### src/rtl/systolic_spi_pkg.sv
// Shared definitions for the systolic accelerator SPI wrapper:
// controller state encoding, host command opcodes and default widths.
package systolic_spi_pkg;

    localparam int DEF_N      = 2;
    localparam int DEF_DATA_W = 16;
    localparam int DEF_ACC_W  = 32;

    typedef enum logic [2:0] {
        ST_IDLE       = 3'd0,
        ST_CMD_DECODE = 3'd1,
        ST_LOAD_A     = 3'd2,
        ST_LOAD_B     = 3'd3,
        ST_COMPUTING  = 3'd4,
        ST_READ_C     = 3'd5,
        ST_STATUS     = 3'd6
    } state_t;

    localparam logic [7:0] CMD_LOAD_A = 8'h10;
    localparam logic [7:0] CMD_LOAD_B = 8'h20;
    localparam logic [7:0] CMD_START  = 8'h30;
    localparam logic [7:0] CMD_READ_C = 8'h40;
    localparam logic [7:0] CMD_STATUS = 8'h50;

endpackage

### src/rtl/systolic_spi_wrap_spi_slave.sv
// SPI mode-0 slave, byte oriented. All pins are brought into the clk domain
// through two-flop synchronizers; a third flop provides edge detection.
// rx_valid pulses one clk, three clk after the eighth sclk rising edge.
module spi_slave (
    input  logic       clk,
    input  logic       rst_n,
    input  logic       sclk,
    input  logic       mosi,
    input  logic       cs_n,
    input  logic [7:0] tx_data,
    output logic       miso,
    output logic       rx_valid,
    output logic [7:0] rx_data
);

    logic       sclk_p0, sclk_p1, sclk_p2;
    logic       mosi_p0, mosi_p1;
    logic       cs_p0, cs_p1, cs_p2;
    logic [2:0] bit_cnt;
    logic [6:0] rx_sr;
    logic [7:0] tx_sr;
    logic       sclk_rise, sclk_fall, cs_fall;

    // Synchronizer and edge-detect flops for the asynchronous SPI pins
    always_ff @(posedge clk) begin
        if (rst_n) begin
            sclk_p0 <= 1'b0;
            sclk_p1 <= 1'b0;
            sclk_p2 <= 1'b0;
            mosi_p0 <= 1'b0;
            mosi_p1 <= 1'b0;
            cs_p0   <= 1'b1;
            cs_p1   <= 1'b1;
            cs_p2   <= 1'b1;
        end else begin
            sclk_p0 <= sclk;
            sclk_p1 <= sclk_p0;
            sclk_p2 <= sclk_p1;
            mosi_p0 <= mosi;
            mosi_p1 <= mosi_p0;
            cs_p0   <= cs_n;
            cs_p1   <= cs_p0;
            cs_p2   <= cs_p1;
        end
    end

    assign sclk_rise = sclk_p1 & ~sclk_p2;
    assign sclk_fall = ~sclk_p1 & sclk_p2;
    assign cs_fall   = cs_p2 & ~cs_p1;

    // Shift engine: sample on rising sclk, present next bit on falling sclk;
    // deselect drops any partial byte
    always_ff @(posedge clk) begin
        if (rst_n) begin
            bit_cnt  <= 3'd0;
            rx_sr    <= 7'd0;
            tx_sr    <= 8'd0;
            rx_valid <= 1'b0;
            rx_data  <= 8'd0;
        end else begin
            rx_valid <= 1'b0;
            if (cs_p1) begin
                bit_cnt <= 3'd0;
            end else begin
                if (cs_fall) begin
                    tx_sr <= tx_data;
                end else if (sclk_fall) begin
                    // bit_cnt back at zero means a byte just completed
                    tx_sr <= (bit_cnt == 3'd0) ? tx_data : {tx_sr[6:0], 1'b0};
                end
                if (sclk_rise) begin
                    rx_sr   <= {rx_sr[5:0], mosi_p1};
                    bit_cnt <= bit_cnt + 3'd1;
                    if (bit_cnt == 3'd7) begin
                        rx_valid <= 1'b1;
                        rx_data  <= {rx_sr, mosi_p1};
                    end
                end
            end
        end
    end

    assign miso = ~cs_n & tx_sr[7];

endmodule

### src/rtl/systolic_spi_wrap.sv
// Systolic accelerator top: SPI slave, command controller, A/B/C storage and
// a single sequential MAC computing C = A x B (one MAC per clk, k innermost).
// Optional feature macro: SYSTOLIC_SPI_IRQ_EN -- when undefined irq is tied 0
// and the host polls the STATUS command instead.
module systolic_spi_wrap
    import systolic_spi_pkg::*;
#(
    parameter int N      = DEF_N,
    parameter int DATA_W = DEF_DATA_W,
    parameter int ACC_W  = DEF_ACC_W
) (
    input  logic clk,
    input  logic rst_n,
    input  logic sclk,
    input  logic mosi,
    input  logic cs_n,
    output logic miso,
    output logic irq
);

    localparam int NN         = N * N;
    localparam int AIW        = (NN > 1) ? $clog2(NN) : 1;
    localparam int KW         = (N > 1) ? $clog2(N) : 1;
    localparam int DBYTES     = DATA_W / 8;
    localparam int CBYTES     = ACC_W / 8;
    localparam int BW         = (CBYTES > 1) ? $clog2(CBYTES) : 1;
    localparam int LOAD_BYTES = NN * DBYTES;
    localparam int READ_BYTES = NN * CBYTES;
    localparam int CW         = $clog2(READ_BYTES + 1);
    localparam int PW         = 2 * DATA_W;
    localparam int SW         = ACC_W + PW;

`ifdef SYSTOLIC_SPI_IRQ_EN
    localparam logic IRQ_EN = 1'b1;
`else
    localparam logic IRQ_EN = 1'b0;
`endif

    logic        rx_valid;
    logic [7:0]  rx_data;
    logic [7:0]  tx_data;

    state_t            state;
    logic [7:0]        cmd;
    logic [CW-1:0]     data_count;
    logic [AIW-1:0]    element_index;
    logic [BW-1:0]     byte_index;
    logic              done;
    logic              busy;
    logic              irq_r;

    logic signed [DATA_W-1:0] a_mem   [NN];
    logic signed [DATA_W-1:0] b_mem   [NN];
    logic signed [ACC_W-1:0]  c_mem   [NN];
    logic signed [ACC_W-1:0]  c_stage [NN];

    logic [KW-1:0]            mi, mj, mk;
    logic                     mac_fin;
    logic                     vld_p0;
    logic [AIW-1:0]           a_idx, b_idx, c_idx;
    logic signed [PW-1:0]     prod;
    logic signed [ACC_W-1:0]  acc_base;
    logic signed [ACC_W-1:0]  acc_next;
    logic signed [ACC_W-1:0]  acc_p0;

    // Accumulate with two's-complement wrap modulo 2^ACC_W
    function automatic logic signed [ACC_W-1:0] wrap_acc(
        input logic signed [ACC_W-1:0] acc,
        input logic signed [PW-1:0]    p
    );
        logic signed [SW-1:0] s;
        s = SW'(acc) + SW'(p);
        return $signed(s[ACC_W-1:0]);
    endfunction

    // Replace one little-endian byte of an A/B element
    function automatic logic signed [DATA_W-1:0] set_byte(
        input logic signed [DATA_W-1:0] w,
        input logic [BW-1:0]            sel,
        input logic [7:0]               b
    );
        logic signed [DATA_W-1:0] r;
        r = w;
        for (int n = 0; n < DBYTES; n++) begin
            if (sel == BW'(n)) r[n*8 +: 8] = b;
        end
        return r;
    endfunction

    // Extract one little-endian byte of a C element
    function automatic logic [7:0] get_byte(
        input logic signed [ACC_W-1:0] w,
        input logic [BW-1:0]           sel
    );
        logic [7:0] r;
        r = 8'h00;
        for (int n = 0; n < CBYTES; n++) begin
            if (sel == BW'(n)) r = w[n*8 +: 8];
        end
        return r;
    endfunction

    spi_slave spi_if (
        .clk      (clk),
        .rst_n    (rst_n),
        .sclk     (sclk),
        .mosi     (mosi),
        .cs_n     (cs_n),
        .tx_data  (tx_data),
        .miso     (miso),
        .rx_valid (rx_valid),
        .rx_data  (rx_data)
    );

    assign busy   = (state == ST_COMPUTING);
    assign vld_p0 = busy & ~mac_fin;
    assign irq    = irq_r & IRQ_EN;

    // Response byte: C stream while reading, status word otherwise
    always_comb begin
        tx_data = {6'b0, done, busy};
        if (state == ST_READ_C) tx_data = get_byte(c_mem[element_index], byte_index);
    end

    // MAC operand selection and product / running sum
    always_comb begin
        a_idx    = AIW'(int'(mi) * N + int'(mk));
        b_idx    = AIW'(int'(mk) * N + int'(mj));
        c_idx    = AIW'(int'(mi) * N + int'(mj));
        prod     = PW'(a_mem[a_idx]) * PW'(b_mem[b_idx]);
        acc_base = (mk == '0) ? '0 : acc_p0;
        acc_next = wrap_acc(acc_base, prod);
    end

    // ---- MAC stage p0: running sum, finished dot products parked in c_stage
    always_ff @(posedge clk) begin
        if (vld_p0) begin
            acc_p0 <= acc_next;
            if (mk == KW'(N - 1)) c_stage[c_idx] <= acc_next;
        end
    end

    // Command controller, storage writes and compute sequencing
    always_ff @(posedge clk) begin : spi_ctrl
        if (rst_n) begin
            state         <= ST_IDLE;
            cmd           <= 8'h00;
            data_count    <= '0;
            element_index <= '0;
            byte_index    <= '0;
            done          <= 1'b0;
            irq_r         <= 1'b0;
            mi            <= '0;
            mj            <= '0;
            mk            <= '0;
            mac_fin       <= 1'b0;
            for (int n = 0; n < NN; n++) begin
                a_mem[n] <= '0;
                b_mem[n] <= '0;
                c_mem[n] <= '0;
            end
        end else begin
            case (state)
                ST_IDLE: begin
                    if (rx_valid) begin
                        cmd   <= rx_data;
                        state <= ST_CMD_DECODE;
                    end
                end
                ST_CMD_DECODE: begin
                    data_count    <= '0;
                    element_index <= '0;
                    byte_index    <= '0;
                    mi            <= '0;
                    mj            <= '0;
                    mk            <= '0;
                    mac_fin       <= 1'b0;
                    case (cmd)
                        CMD_LOAD_A: state <= ST_LOAD_A;
                        CMD_LOAD_B: state <= ST_LOAD_B;
                        CMD_START: begin
                            state <= ST_COMPUTING;
                            done  <= 1'b0;
                        end
                        CMD_READ_C: state <= ST_READ_C;
                        CMD_STATUS: state <= ST_STATUS;
                        default:    state <= ST_IDLE;
                    endcase
                end
                ST_LOAD_A, ST_LOAD_B: begin
                    if (rx_valid) begin
                        if (state == ST_LOAD_A)
                            a_mem[element_index] <= set_byte(a_mem[element_index], byte_index, rx_data);
                        else
                            b_mem[element_index] <= set_byte(b_mem[element_index], byte_index, rx_data);
                        data_count <= data_count + CW'(1);
                        if (byte_index == BW'(DBYTES - 1)) begin
                            byte_index    <= '0;
                            element_index <= element_index + AIW'(1);
                        end else begin
                            byte_index <= byte_index + BW'(1);
                        end
                        if (data_count == CW'(LOAD_BYTES - 1)) state <= ST_IDLE;
                    end
                end
                ST_COMPUTING: begin
                    // Incoming bytes are deliberately ignored here
                    if (mac_fin) begin
                        for (int n = 0; n < NN; n++) c_mem[n] <= c_stage[n];
                        done    <= 1'b1;
                        irq_r   <= 1'b1;
                        mac_fin <= 1'b0;
                        state   <= ST_IDLE;
                    end else begin
                        done <= 1'b0;
                        if (mk == KW'(N - 1)) begin
                            mk <= '0;
                            if (mj == KW'(N - 1)) begin
                                mj <= '0;
                                if (mi == KW'(N - 1)) begin
                                    mi      <= '0;
                                    mac_fin <= 1'b1;
                                end else begin
                                    mi <= mi + KW'(1);
                                end
                            end else begin
                                mj <= mj + KW'(1);
                            end
                        end else begin
                            mk <= mk + KW'(1);
                        end
                    end
                end
                ST_READ_C: begin
                    if (rx_valid) begin
                        data_count <= data_count + CW'(1);
                        if (byte_index == BW'(CBYTES - 1)) begin
                            byte_index    <= '0;
                            element_index <= element_index + AIW'(1);
                        end else begin
                            byte_index <= byte_index + BW'(1);
                        end
                        if (data_count == CW'(READ_BYTES - 1)) begin
                            state <= ST_IDLE;
                            irq_r <= 1'b0;
                        end
                    end
                end
                ST_STATUS: begin
                    if (rx_valid) begin
                        state <= ST_IDLE;
                        irq_r <= 1'b0;
                    end
                end
                default: state <= ST_IDLE;
            endcase
        end
    end

endmodule

### config.mk
export PLATFORM = sky130hd
export DESIGN_NAME = systolic_spi_wrap
export DESIGN_NICKNAME = d
export VERILOG_FILES = /design/src/rtl/systolic_spi_pkg.sv /design/src/rtl/systolic_spi_wrap_spi_slave.sv /design/src/rtl/systolic_spi_wrap.sv
export SDC_FILE = /design/constraint.sdc
export NUM_CORES = 1
export LEC_CHECK = 0
export CAP_MARGIN = 20
export CORE_MARGIN = 10
export CORE_UTILIZATION = 60
export CTS_CLUSTER_DIAMETER = 120
export DETAILED_ROUTE_END_ITERATION = 10
export GPL_TIMING_DRIVEN = 0
export HOLD_SLACK_MARGIN = 0.03
export PLACE_DENSITY = 0.76
export SLEW_MARGIN = 20
export SYNTH_ARGS = -nofsm -noshare
export SYNTH_HDL_FRONTEND = slang
export SYNTH_SLANG_ARGS = --single-unit
### constraint.sdc
create_clock -name clk -period 17.5 [get_ports clk]
set_input_delay 3.5 -clock clk [delete_from_list [all_inputs] [get_ports clk]]
set_output_delay 3.5 -clock clk [all_outputs]
set_load 0.05 [all_outputs]
==> impl_results.md, run 1 <==
- Clock skew: 40.7 ps
- Final estimated routing congestion in global placement: 0.957
- Prevailing post-synth register cell: edfxtp_1
- Sequential share of power: 36.6%
- Final hold vios: 0
- Pre-CTS setup slack: 7690 ps
- I/O Buffers: 5
- Setup crit start kind: register
- Status: finished clean
- Cells after DPL: 3186
- RSZ-0062 raised after global routing: no
- Die area: 58900 sq um
- Routed vias: 19000
- Clock Latency Late Sink: 610 ps
- Max cap viols: 0
- Reg clk slew, reported paths: 70 ps
- CTS Root Cell: clkbuf_16
- Critical Setup Path Class: register to register
- First-pass GRT wire length: 111000 microns
- Layout cells sized above 1: 6.94%
- Cells after synthesis: 2502
- DRC errors left: 0
- Worst slew pin tran: 1200 ps
- Non-Filler Instances: 3272
- Syn_nets: 2906
- Gr usage total: 24.5%
- CTS tree: built
- Yosys cell types: 68
- Post-Synthesis Cell Area: 29700 sq um
- Filler Cells Inserted: 3548
- Fin crit share: 56.5%
- Syn avg cell area: 11.9 sq um
- Placeable Area: 49000 sq um
- Top Ports: 7
- WHS: 409 ps
- # setup viols final: 0
- Detailed Place HPWL: 54000 microns
- Post-CTS Resized: 0
- Final Slew Violations: 0
- Clock Tree Buf Depth: 3
- Slew HR: 19.7%
- CP Data Arrival Time: 10150 ps
- Final net count: 2976
- Area Growth Syn to Fin: 9.37%
- Vias in the first global route: 19700
- Max frequency: 0.101 GHz
- Worst vdd ir: 0.358 mV
- Num Clock Sinks: 478
- Total gr overflow: 0
- Sw Ratio: 36.2%
- Initial antenna violation count: 1
- #FFs+latches synth: 478
- Number of synthesized flops with an enable pin: 416
- Row count: 81
- Sequential element share of the synthesized area: 46.2%
- Detail Route Antenna Nets: 0
- Final core occ: 66.5%
- Chip width: 243 microns
- Post-Route WL: 70900 microns
- Power per standard cell area: 134 nW/um^2
- Inserted Clock Buffers: 48
- Post-CTS Setup Inserts: 0
- WL/cell: 21.7 microns
- Diode count: 0
- Via density: 5.79
- Clock Power Share: 23.7%
- Worst EP required: 17770 ps
- Drt first-iter violations: 1844
- Hold-fix buffers, CTS: 0
- H-Tree Depth: 2
- Sw power: 1.58 mW
- Pre-Repair DR Iteration Count: 6
- Period minus WS final: 9880 ps
- Die Span Y: 243 microns
- Largest net degree at the start of global routing: 26
- Crit path max fanout: 10
- Pint: 2.77 mW
- Ys async rst share: 0%
- Post-route setup slack: 7620 ps
- P_leak: 13.4 nW
- Worst setup EP type: register
- Setup TNS: 0 ps
- Comb power frac: 39.7%
- Class of the worst hold path: register to register
- Starting Density: 60.8%
- Reg2reg setup slack: 7620 ps
- Synth warnings: 0
[worst paths after layout]
kind	startpoint	to	cells after the start
setup / recovery	mk$_SDFFE_PP0P_	c_stage[1][30]$_DFFE_PP_	25
hold reg to reg	spi_if.cs_p0$_SDFF_PP1_	spi_if.cs_p1$_SDFF_PP1_	1
hold / removal	spi_if.cs_p0$_SDFF_PP1_	spi_if.cs_p1$_SDFF_PP1_	1
setup reg to reg	mk$_SDFFE_PP0P_	c_stage[1][30]$_DFFE_PP_	25
[synth_stat cells (23+ instances only)]
cell type | n | area share (%)
dfxtp_1 | 62 | 4.2
xnor2_1 | 29 | 0.85
edfxtp_1 | 416 | 42
o21ai_0 | 39 | 0.66
mux4_2 | 40 | 3.0
ha_1 | 107 | 4.5
nor2_1 | 261 | 3.3
mux2i_1 | 37 | 1.2
inv_1 | 375 | 4.7
and2_1 | 221 | 4.6
a21oi_1 | 52 | 0.87
mux2_2 | 24 | 0.91
nand2_1 | 227 | 2.9
clkbuf_1 | 78 | 0.98
fa_1 | 292 | 20
nor2b_1 | 23 | 0.48
[per-stage QoR]
stage / power [mW] / instance area, sq um
floorplan: 2.83 / 29700
global placement: 3.28 / 30600
detailed placement: 3.35 / 30900
CTS: 4.39 / 32500
global route: 4.62 / 32500
finish: 4.35 / 32500
[area by class of cell]
| class | instances | area [sq um] | area share, % |
|---|---|---|---|
| Sequential cell | 478 | 13700 | 42.2 |
| Timing Repair Buffer | 20 | 328 | 1.01 |
| Tap cell | 664 | 831 | 2.55 |
| Multi-Input combinational cell | 1550 | 14200 | 43.8 |
| Clock inverter | 20 | 223 | 0.685 |
| Buffer | 97 | 392 | 1.20 |
| Clock buffer | 66 | 1370 | 4.22 |
| Inverter | 377 | 1420 | 4.35 |
[cells in the final DEF (no fill, tap or decap), types with 5 or more instances in the layout]
| cell | n |
|---|---|
| nand3_1 | 12 |
| mux2i_1 | 37 |
| clkbuf_16 | 50 |
| clkbuf_8 | 6 |
| nand2_1 | 227 |
| buf_4 | 8 |
| a22oi_1 | 9 |
| dfxtp_1 | 62 |
| clkbuf_1 | 87 |
| o21a_1 | 21 |
| nand2b_1 | 17 |
| mux2_2 | 24 |
| clkinv_1 | 8 |
| a21o_1 | 5 |
| and3_1 | 6 |
| a21oi_1 | 52 |
| a221oi_1 | 8 |
| nor3_1 | 20 |
| nand4_1 | 7 |
| and2_1 | 220 |
| buf_16 | 6 |
| nor2b_1 | 23 |
| buf_1 | 8 |
| clkdlybuf4s50_1 | 5 |
| xor2_1 | 5 |
| clkinv_2 | 5 |
| mux4_2 | 40 |
| o21ai_0 | 28 |
| nor2_1 | 259 |
| a41o_1 | 5 |
| o31ai_1 | 6 |
| ha_1 | 107 |
| inv_1 | 375 |
| edfxtp_1 | 416 |
| o21ai_1 | 26 |
| xnor2_1 | 29 |
| buf_2 | 6 |
| fa_1 | 292 |
| a211oi_1 | 13 |
[power groups by stage]
| stage | clock [mW] | combinational, mW | sequential, mW |
|---|---|---|---|
| after detailed placement | 0 | 1.74 | 1.62 |
| after CTS | 1.04 | 1.76 | 1.59 |
| after global placement | 0 | 1.66 | 1.62 |
| final | 1.03 | 1.73 | 1.59 |
| after floorplan | 0 | 1.21 | 1.61 |
| after global routing | 1.08 | 1.94 | 1.59 |
[per-layer routing]
layer,GRT usage [%],share of wire (%),vias to the layer above
li1,-,-,8329
met3,4.33,8.6,153
met5,0,0,-
met2,41.3,50,857
met1,32.1,39,9620
met4,7.41,2.9,0
[critical path: stages (launching register included)]
cell and delay (ps):
dfxtp_1 310, clkbuf_1 490, clkbuf_1 570, buf_1 550
clkbuf_1 800, o21ai_1 570, nor2_1 310, fa_1 420
inv_1 80, fa_1 430, fa_1 520, inv_1 60
fa_1 520, fa_1 500, inv_1 50, fa_1 470
inv_1 40, ha_1 370, and3_1 220, and3_1 260
nand3_1 110, o31ai_2 410, o2111ai_1 290, a31oi_1 280
nor2_1 100, o311ai_1 820
[sequential cells by signal, summed over array words and instances (netlist names), 2 cells and up, named ones only]
signal / flops
spi_if.tx_sr: 8
acc_p0: 32
cmd: 8
spi_if.rx_sr: 7
state: 3
element_index: 2
data_count: 5
byte_index: 2
a_mem: 64
b_mem: 64
spi_if.rx_data: 8
c_stage: 128
c_mem: 128
spi_if.bit_cnt: 3
[kinds of logic (layout without fill, tap and decap cells)]
group	after synthesis	in the layout	share of synthesized area, %
AOI/OAI and AO/OA	203	203	4.52
xor gates and xnor gates	34	34	1.00
adders and majority gates	399	399	24.2
buffers and inverters	474	580	6.07
DFF	478	478	46.2
muxes	101	101	5.18
other	1	1	0.0126
and+or+nand+nor	812	812	12.9
Note: power is estimated with default switching activity, not from simulation.
==> run 2: changes to the inputs <==
- clock period: 17.5 -> 9.9 ns (I/O delays scaled with it)
==> run 2 against run 1 <==
  * Critical path depth rose by 1
  * Utilization fell by 0.051 points
  * Sequential power rose by 77%
  * Power rose by 76%
  * Global-route usage fell by 0.18 points
  * Register-to-register slack got worse by 7300 ps
  * Sequential share of layout area barely moved
  * Clock-buffer cell count did not move
  * Die area did not move
  * Largest cell class unchanged
  * Highest routed layer unchanged
==> impl_results.md, run 2 (same netlist as run 1, synthesis figures left out) <==
- Status: finished clean
- Pre-CTS setup slack: 257 ps (-7430 ps)
- Hold worst-path end: spi_if.cs_p1$_SDFF_PP1_
- Gr usage total: 24.3% (-0.18 points)
- Num Clock Sinks: 478 (unchanged)
- Inserted Clock Buffers: 49 (+2.1%)
- Area Growth Syn to Fin: 9.29% (about the same)
- DRC errors left: 0 (unchanged)
- Commonest cells after routing, fill and taps aside: 416 x edfxtp_1, 375 x inv_1, 292 x fa_1, 259 x nor2_1, 227 x nand2_1
- Critical Setup Path Class: register to register
- Placeable Area: 49000 sq um (unchanged)
- Clock skew: 13.3 ps (-27.4 ps)
- Most used cell, CP: fa_1
- Reg clk slew, reported paths: 60 ps (about the same)
- Row count: 81 (unchanged)
- Die Span Y: 243 microns (unchanged)
- # setup viols final: 0 (unchanged)
- Period minus WS final: 9630 ps (-252 ps)
- WL/cell: 21.5 microns (-0.66%)
- Worst slew pin tran: 1130 ps (-69.7 ps)
- Hold-fix buffers, CTS: 0 (unchanged)
- Final hold vios: 0 (unchanged)
- Vias in the first global route: 19700 (-0.066%)
- CTS tree: built
- Largest net degree at the start of global routing: 26 (unchanged)
- Post-Route WL: 70600 microns (-0.42%)
- CP max stage delay: 810 ps (about the same)
- Clock Latency Late Sink: 610 ps (about the same)
- H-Tree Depth: 2 (unchanged)
- Crit path max fanout: 10 (unchanged)
- Final estimated routing congestion in global placement: 0.982 (+2.6%)
- Max cap viols: 0 (unchanged)
- Setup crit start kind: register
- First-pass GRT wire length: 111000 microns (-0.37%)
- R2R Path Start: mk$_SDFFE_PP0P_
- Drt first-iter violations: 1724 (-6.5%)
- Worst vdd ir: 0.770 mV (+120%)
- Class of the worst hold path: register to register
- Worst EP required: 10170 ps (-7600 ps)
- P_leak: 13.4 nW (about the same)
- CTS Root Cell: clkbuf_16
- Pre-Repair DR Iteration Count: 6 (unchanged)
- Diode count: 0 (unchanged)
- Post-CTS Setup Inserts: 0 (unchanged)
- Fin crit share: 97.3% (+41 points)
- Die area: 58900 sq um (unchanged)
- Slew HR: 24.1% (+4.4 points)
- Final net count: 2980 (+0.13%)
- I/O Buffers: 5 (unchanged)
- Final Slew Violations: 0 (unchanged)
- Critical path's slowest cell: o311ai_1
- Power per standard cell area: 235 nW/um^2 (+76%)
- Initial antenna violation count: 1 (unchanged)
- Clock Tree Buf Depth: 3 (unchanged)
- Detail Route Antenna Nets: 0 (unchanged)
- Total gr overflow: 0 (unchanged)
- Top Ports: 7 (unchanged)
- Reg2reg setup slack: 270 ps (-7350 ps)
- Commonest non-fill, non-tap cell in the layout: edfxtp_1
- Hold path depth: 1 (unchanged)
- Setup TNS: 0 ps (unchanged)
- Final core occ: 66.4% (about the same)
- Largest regs: c_mem x128, c_stage x128
- Worst setup EP type: register
- Post-route setup slack: 271 ps (-7350 ps)
- Hold path startpoint: spi_if.cs_p0$_SDFF_PP1_
- Detailed Place HPWL: 53800 microns (-0.44%)
- Layout cells sized above 1: 7.03% (+0.093 points)
- R2r worst-path depth: 26 (+4.0%)
- Via density: 5.79 (about the same)
- Max frequency: 0.104 GHz (+2.6%)
- Chip width: 243 microns (unchanged)
- Starting Density: 60.8% (unchanged)
- CP Data Arrival Time: 9900 ps (-250 ps)
- Routed vias: 19000 (+0.24%)
- Reg2reg end: c_stage[0][30]$_DFFE_PP_
- RSZ-0062 raised after global routing: no
- Filler Cells Inserted: 3553 (+0.14%)
-- run 2: changes by cell type in the layout (fill, tap and decap cells not counted), moves of 3 or more --
| cell | change |
|---|---|
| clkbuf_2 | +4 |
| o21ai_1 | -6 |
| o21ai_0 | +5 |
| buf_2 | +3 |
| clkbuf_8 | -4 |
| clkinv_1 | +5 |
-- run 2: area by class of cell --
cell class | instances | area (sq um) | area share [%]
flip-flops and latches | 478 | 13700 | 42.2
plain buffers | 97 | 393 | 1.21
inverters | 377 | 1420 | 4.35
clock inverters | 25 | 215 | 0.662
repair buffers | 23 | 363 | 1.12
multi-input cells | 1550 | 14200 | 43.8
clock buffers | 66 | 1320 | 4.04
well taps | 664 | 831 | 2.56
-- run 2: critical path: cells and delay by family, from the launching register on --
kind / cells / cell delay (ps)
adders and majority gates: 7 / 3370
DFF: 1 / 310
and+or+nand+nor: 6 / 970
AOI/OAI and AO/OA: 5 / 2190
buffers and inverters: 8 / 2420
-- run 2: metal layers --
layer	part of all wire, %	GRT usage [%]
met1	39	31.9
met2	48	39.7
met4	4.1	9.28
met3	8.4	4.83
met5	0	0
-- run 2: how the worst max path moves through the flow --
stage | start | end | slack [ps] | cells past startpoint
6_report | mk$_SDFFE_PP0P_ | c_stage[0][30]$_DFFE_PP_ | 270 | 26
5_1_grt | mk$_SDFFE_PP0P_ | c_stage[0][30]$_DFFE_PP_ | 100 | 26
4_1_cts | mk$_SDFFE_PP0P_ | c_stage[0][30]$_DFFE_PP_ | 160 | 25
3_5_place_dp | mk$_SDFFE_PP0P_ | c_stage[0][30]$_DFFE_PP_ | 260 | 25
3_3_place_gp | mk$_SDFFE_PP0P_ | c_stage[0][30]$_DFFE_PP_ | 380 | 25
2_1_floorplan | mj$_SDFFE_PP0P_ | acc_p0[30]$_DFFE_PP_ | 2670 | 25
-- run 2: power by group --
group	internal [mW]	switching, mW	total, mW
clock	0.992	0.783	1.78
sequential	2.80	0.0125	2.81
combinational	1.08	1.98	3.06
total	4.87	2.78	7.65
-- run 2: stage by stage --
stage               area [sq um]  power (mW)  hold WS, ps  std cells
CTS                        32500        7.70          415       3280
finish                     32500        7.65          412       3280
floorplan                  29700        4.99          389       2502
global placement           30600        5.79          397       3171
global route               32500        8.12          438       3280
detailed placement         31000        5.92          401       3189
-- run 2: timing repair --
item | 4_1_cts | 5_1_grt
endpoints found under the setup margin | 0 | 10
gates resized for setup | 0 | 3
hold endpoints to repair | 0 | 0
==> run 3: changes to the inputs <==
- CORE_MARGIN: 10 -> unset
- clock period: 9.9 -> 10.8 ns (I/O delays scaled with it)
==> run 3 against run 2 <==
  * Global-route usage up 5.2 points
  * Setup slack better by 680 ps
  * Sequential share of layout area about the same
  * Combinational power down 8.8%
  * Clock skew up 16 ps
  * Critical endpoint is now c_stage[3][30]$_DFFE_PP_
  * Largest power group unchanged
  * Highest routed layer unchanged
==> impl_results.md, run 3 (same netlist as run 1, synthesis figures left out) <==
- Detail Route Antenna Nets: 0 (unchanged)
- Via density: 5.77 (-0.37%)
- Row count: 81 (unchanged)
- P_leak: 13.3 nW (-0.29%)
- Placeable Area: 49000 sq um (unchanged)
- Class of the worst hold path: register to register
- Worst vdd ir: 0.648 mV (-16%)
- Starting Density: 60.8% (unchanged)
- Largest net degree at the start of global routing: 28 (+7.7%)
- Pre-Repair DR Iteration Count: 6 (unchanged)
- Worst EP required: 11070 ps (+900 ps)
- Commonest cells after routing, fill and taps aside: 416 x edfxtp_1, 375 x inv_1, 292 x fa_1, 259 x nor2_1, 227 x nand2_1
- Tot Pwr: 7.00 mW (-8.5%)
- DRC errors left: 0 (unchanged)
- Setup crit start kind: register
- First-pass GRT wire length: 110000 microns (-0.59%)
- Post-CTS Setup Inserts: 0 (unchanged)
- CTS tree: built
- Commonest non-fill, non-tap cell in the layout: edfxtp_1
- Setup TNS: 0 ps (unchanged)
- Initial antenna violation count: 1 (unchanged)
- Post-Route WL: 70700 microns (+0.24%)
- R2R Path Start: mk$_SDFFE_PP0P_
- RSZ-0062 raised after global routing: no
- Top Ports: 7 (unchanged)
- Reg2reg end: c_stage[3][30]$_DFFE_PP_
- Final hold vios: 0 (unchanged)
- Largest regs: c_mem x128, c_stage x128
- Gr usage total: 29.5% (+5.2 points)
- Layout cells sized above 1: 6.66% (-0.37 points)
- Clock skew: 29.1 ps (+15.8 ps)
- CTS Root Cell: clkbuf_16
- H-Tree Depth: 2 (unchanged)
- WL/cell: 21.6 microns (+0.39%)
- Clock Latency Late Sink: 610 ps (about the same)
- Status: finished clean
- Worst setup path start: mk$_SDFFE_PP0P_
- Die area: 50500 sq um (-14%)
- Worst setup EP type: register
- Total gr overflow: 0 (unchanged)
- Max frequency: 0.101 GHz (-2.3%)
- Final net count: 2977 (-0.10%)
- Reg2reg setup slack: 950 ps (+680 ps)
- Num Clock Sinks: 478 (unchanged)
- Die Span Y: 225 microns (-7.4%)
- Fin crit share: 91.2% (-6.0 points)
- Power per standard cell area: 216 nW/um^2 (-8.4%)
- Inserted Clock Buffers: 48 (-2.0%)
- Crit path max fanout: 10 (unchanged)
- Drt first-iter violations: 1771 (+2.7%)
- Detailed Place HPWL: 54300 microns (+0.99%)
- WHS: 422 ps (+9.73 ps)
- Diode count: 0 (unchanged)
- Reg clk slew, reported paths: 60 ps (about the same)
- Routed vias: 18900 (-0.53%)
- Hold-fix buffers, CTS: 0 (unchanged)
- CP Data Arrival Time: 10120 ps (+220 ps)
- Period minus WS final: 9850 ps (+225 ps)
- Max cap viols: 0 (unchanged)
- Post-CTS Resized: 0 (unchanged)
- Vias in the first global route: 19600 (-0.82%)
- Setup crit end: c_stage[3][30]$_DFFE_PP_
- I/O Buffers: 5 (unchanged)
- # setup viols final: 0 (unchanged)
- Final Slew Violations: 0 (unchanged)
- Slew HR: 18.9% (-5.2 points)
- Critical Setup Path Class: register to register
- R2r worst-path depth: 25 (-3.8%)
- Worst slew pin tran: 1200 ps (+77.9 ps)
- Chip width: 225 microns (-7.4%)
- Clock Tree Buf Depth: 3 (unchanged)
- Final estimated routing congestion in global placement: 0.943 (-4.0%)
- Area Growth Syn to Fin: 9.20% (about the same)
-- run 3: power breakdown --
part	total (mW)	switching [mW]	internal, mW
combinational	2.79	1.81	0.980
sequential	2.58	0.0115	2.57
clock	1.63	0.719	0.911
-- run 3: worst min path at each step --
stage	start	end	depth (start not counted)
2_1_floorplan	spi_if.cs_p0$_SDFF_PP1_	spi_if.cs_p1$_SDFF_PP1_	1
3_3_place_gp	spi_if.cs_p0$_SDFF_PP1_	spi_if.cs_p1$_SDFF_PP1_	1
3_5_place_dp	spi_if.cs_p0$_SDFF_PP1_	spi_if.cs_p1$_SDFF_PP1_	1
4_1_cts	spi_if.cs_p0$_SDFF_PP1_	spi_if.cs_p1$_SDFF_PP1_	1
5_1_grt	spi_if.cs_p0$_SDFF_PP1_	spi_if.cs_p1$_SDFF_PP1_	1
6_report	spi_if.cs_p0$_SDFF_PP1_	spi_if.cs_p1$_SDFF_PP1_	1
-- run 3: cell type report --
type	count	area, sq um
Inverter	377	1420
Tap cell	664	831
Buffer	97	392
Clock inverter	24	260
Timing Repair Buffer	21	342
Sequential cell	478	13700
Multi-Input combinational cell	1550	14200
Fill cell	3474	16500
Clock buffer	64	1270
-- run 3: stage by stage --
stage	util, %	instance area, sq um	cells	setup WS (ps)
floorplan	-	29700	2502	309
global placement	62.6	30600	3171	-2920
detailed placement	63.2	31000	3187	1080
CTS	66.4	32500	3275	1050
global route	66.4	32500	3275	604
finish	66.4	32500	3275	946
-- run 3: worst max-delay path, stage by stage (launching register included) --
cell and delay (ps):
dfxtp_1 300, clkbuf_1 520, clkbuf_1 570, buf_1 560, clkbuf_1 830, o21ai_1 570
nor2_1 280, fa_1 430, inv_1 80, fa_1 450, fa_1 510, inv_1 50
fa_1 470, fa_1 520, inv_1 50, fa_1 470, inv_1 40, ha_1 380
and3_1 200, and3_1 240, nand3_1 110, o31ai_2 420, o2111ai_1 270, a31oi_1 270
nor2_1 100, o311ai_1 820
-- run 3: routing by layer --
metal / vias to the layer above / wire length (microns) / global-route usage [%]
met2: 842 / 35400 / 49.7
met4: 0 / 2060 / 9.11
li1: 8348 / - / -
met3: 155 / 5830 / 4.98
met5: - / 0 / 0
met1: 9559 / 27500 / 39.4
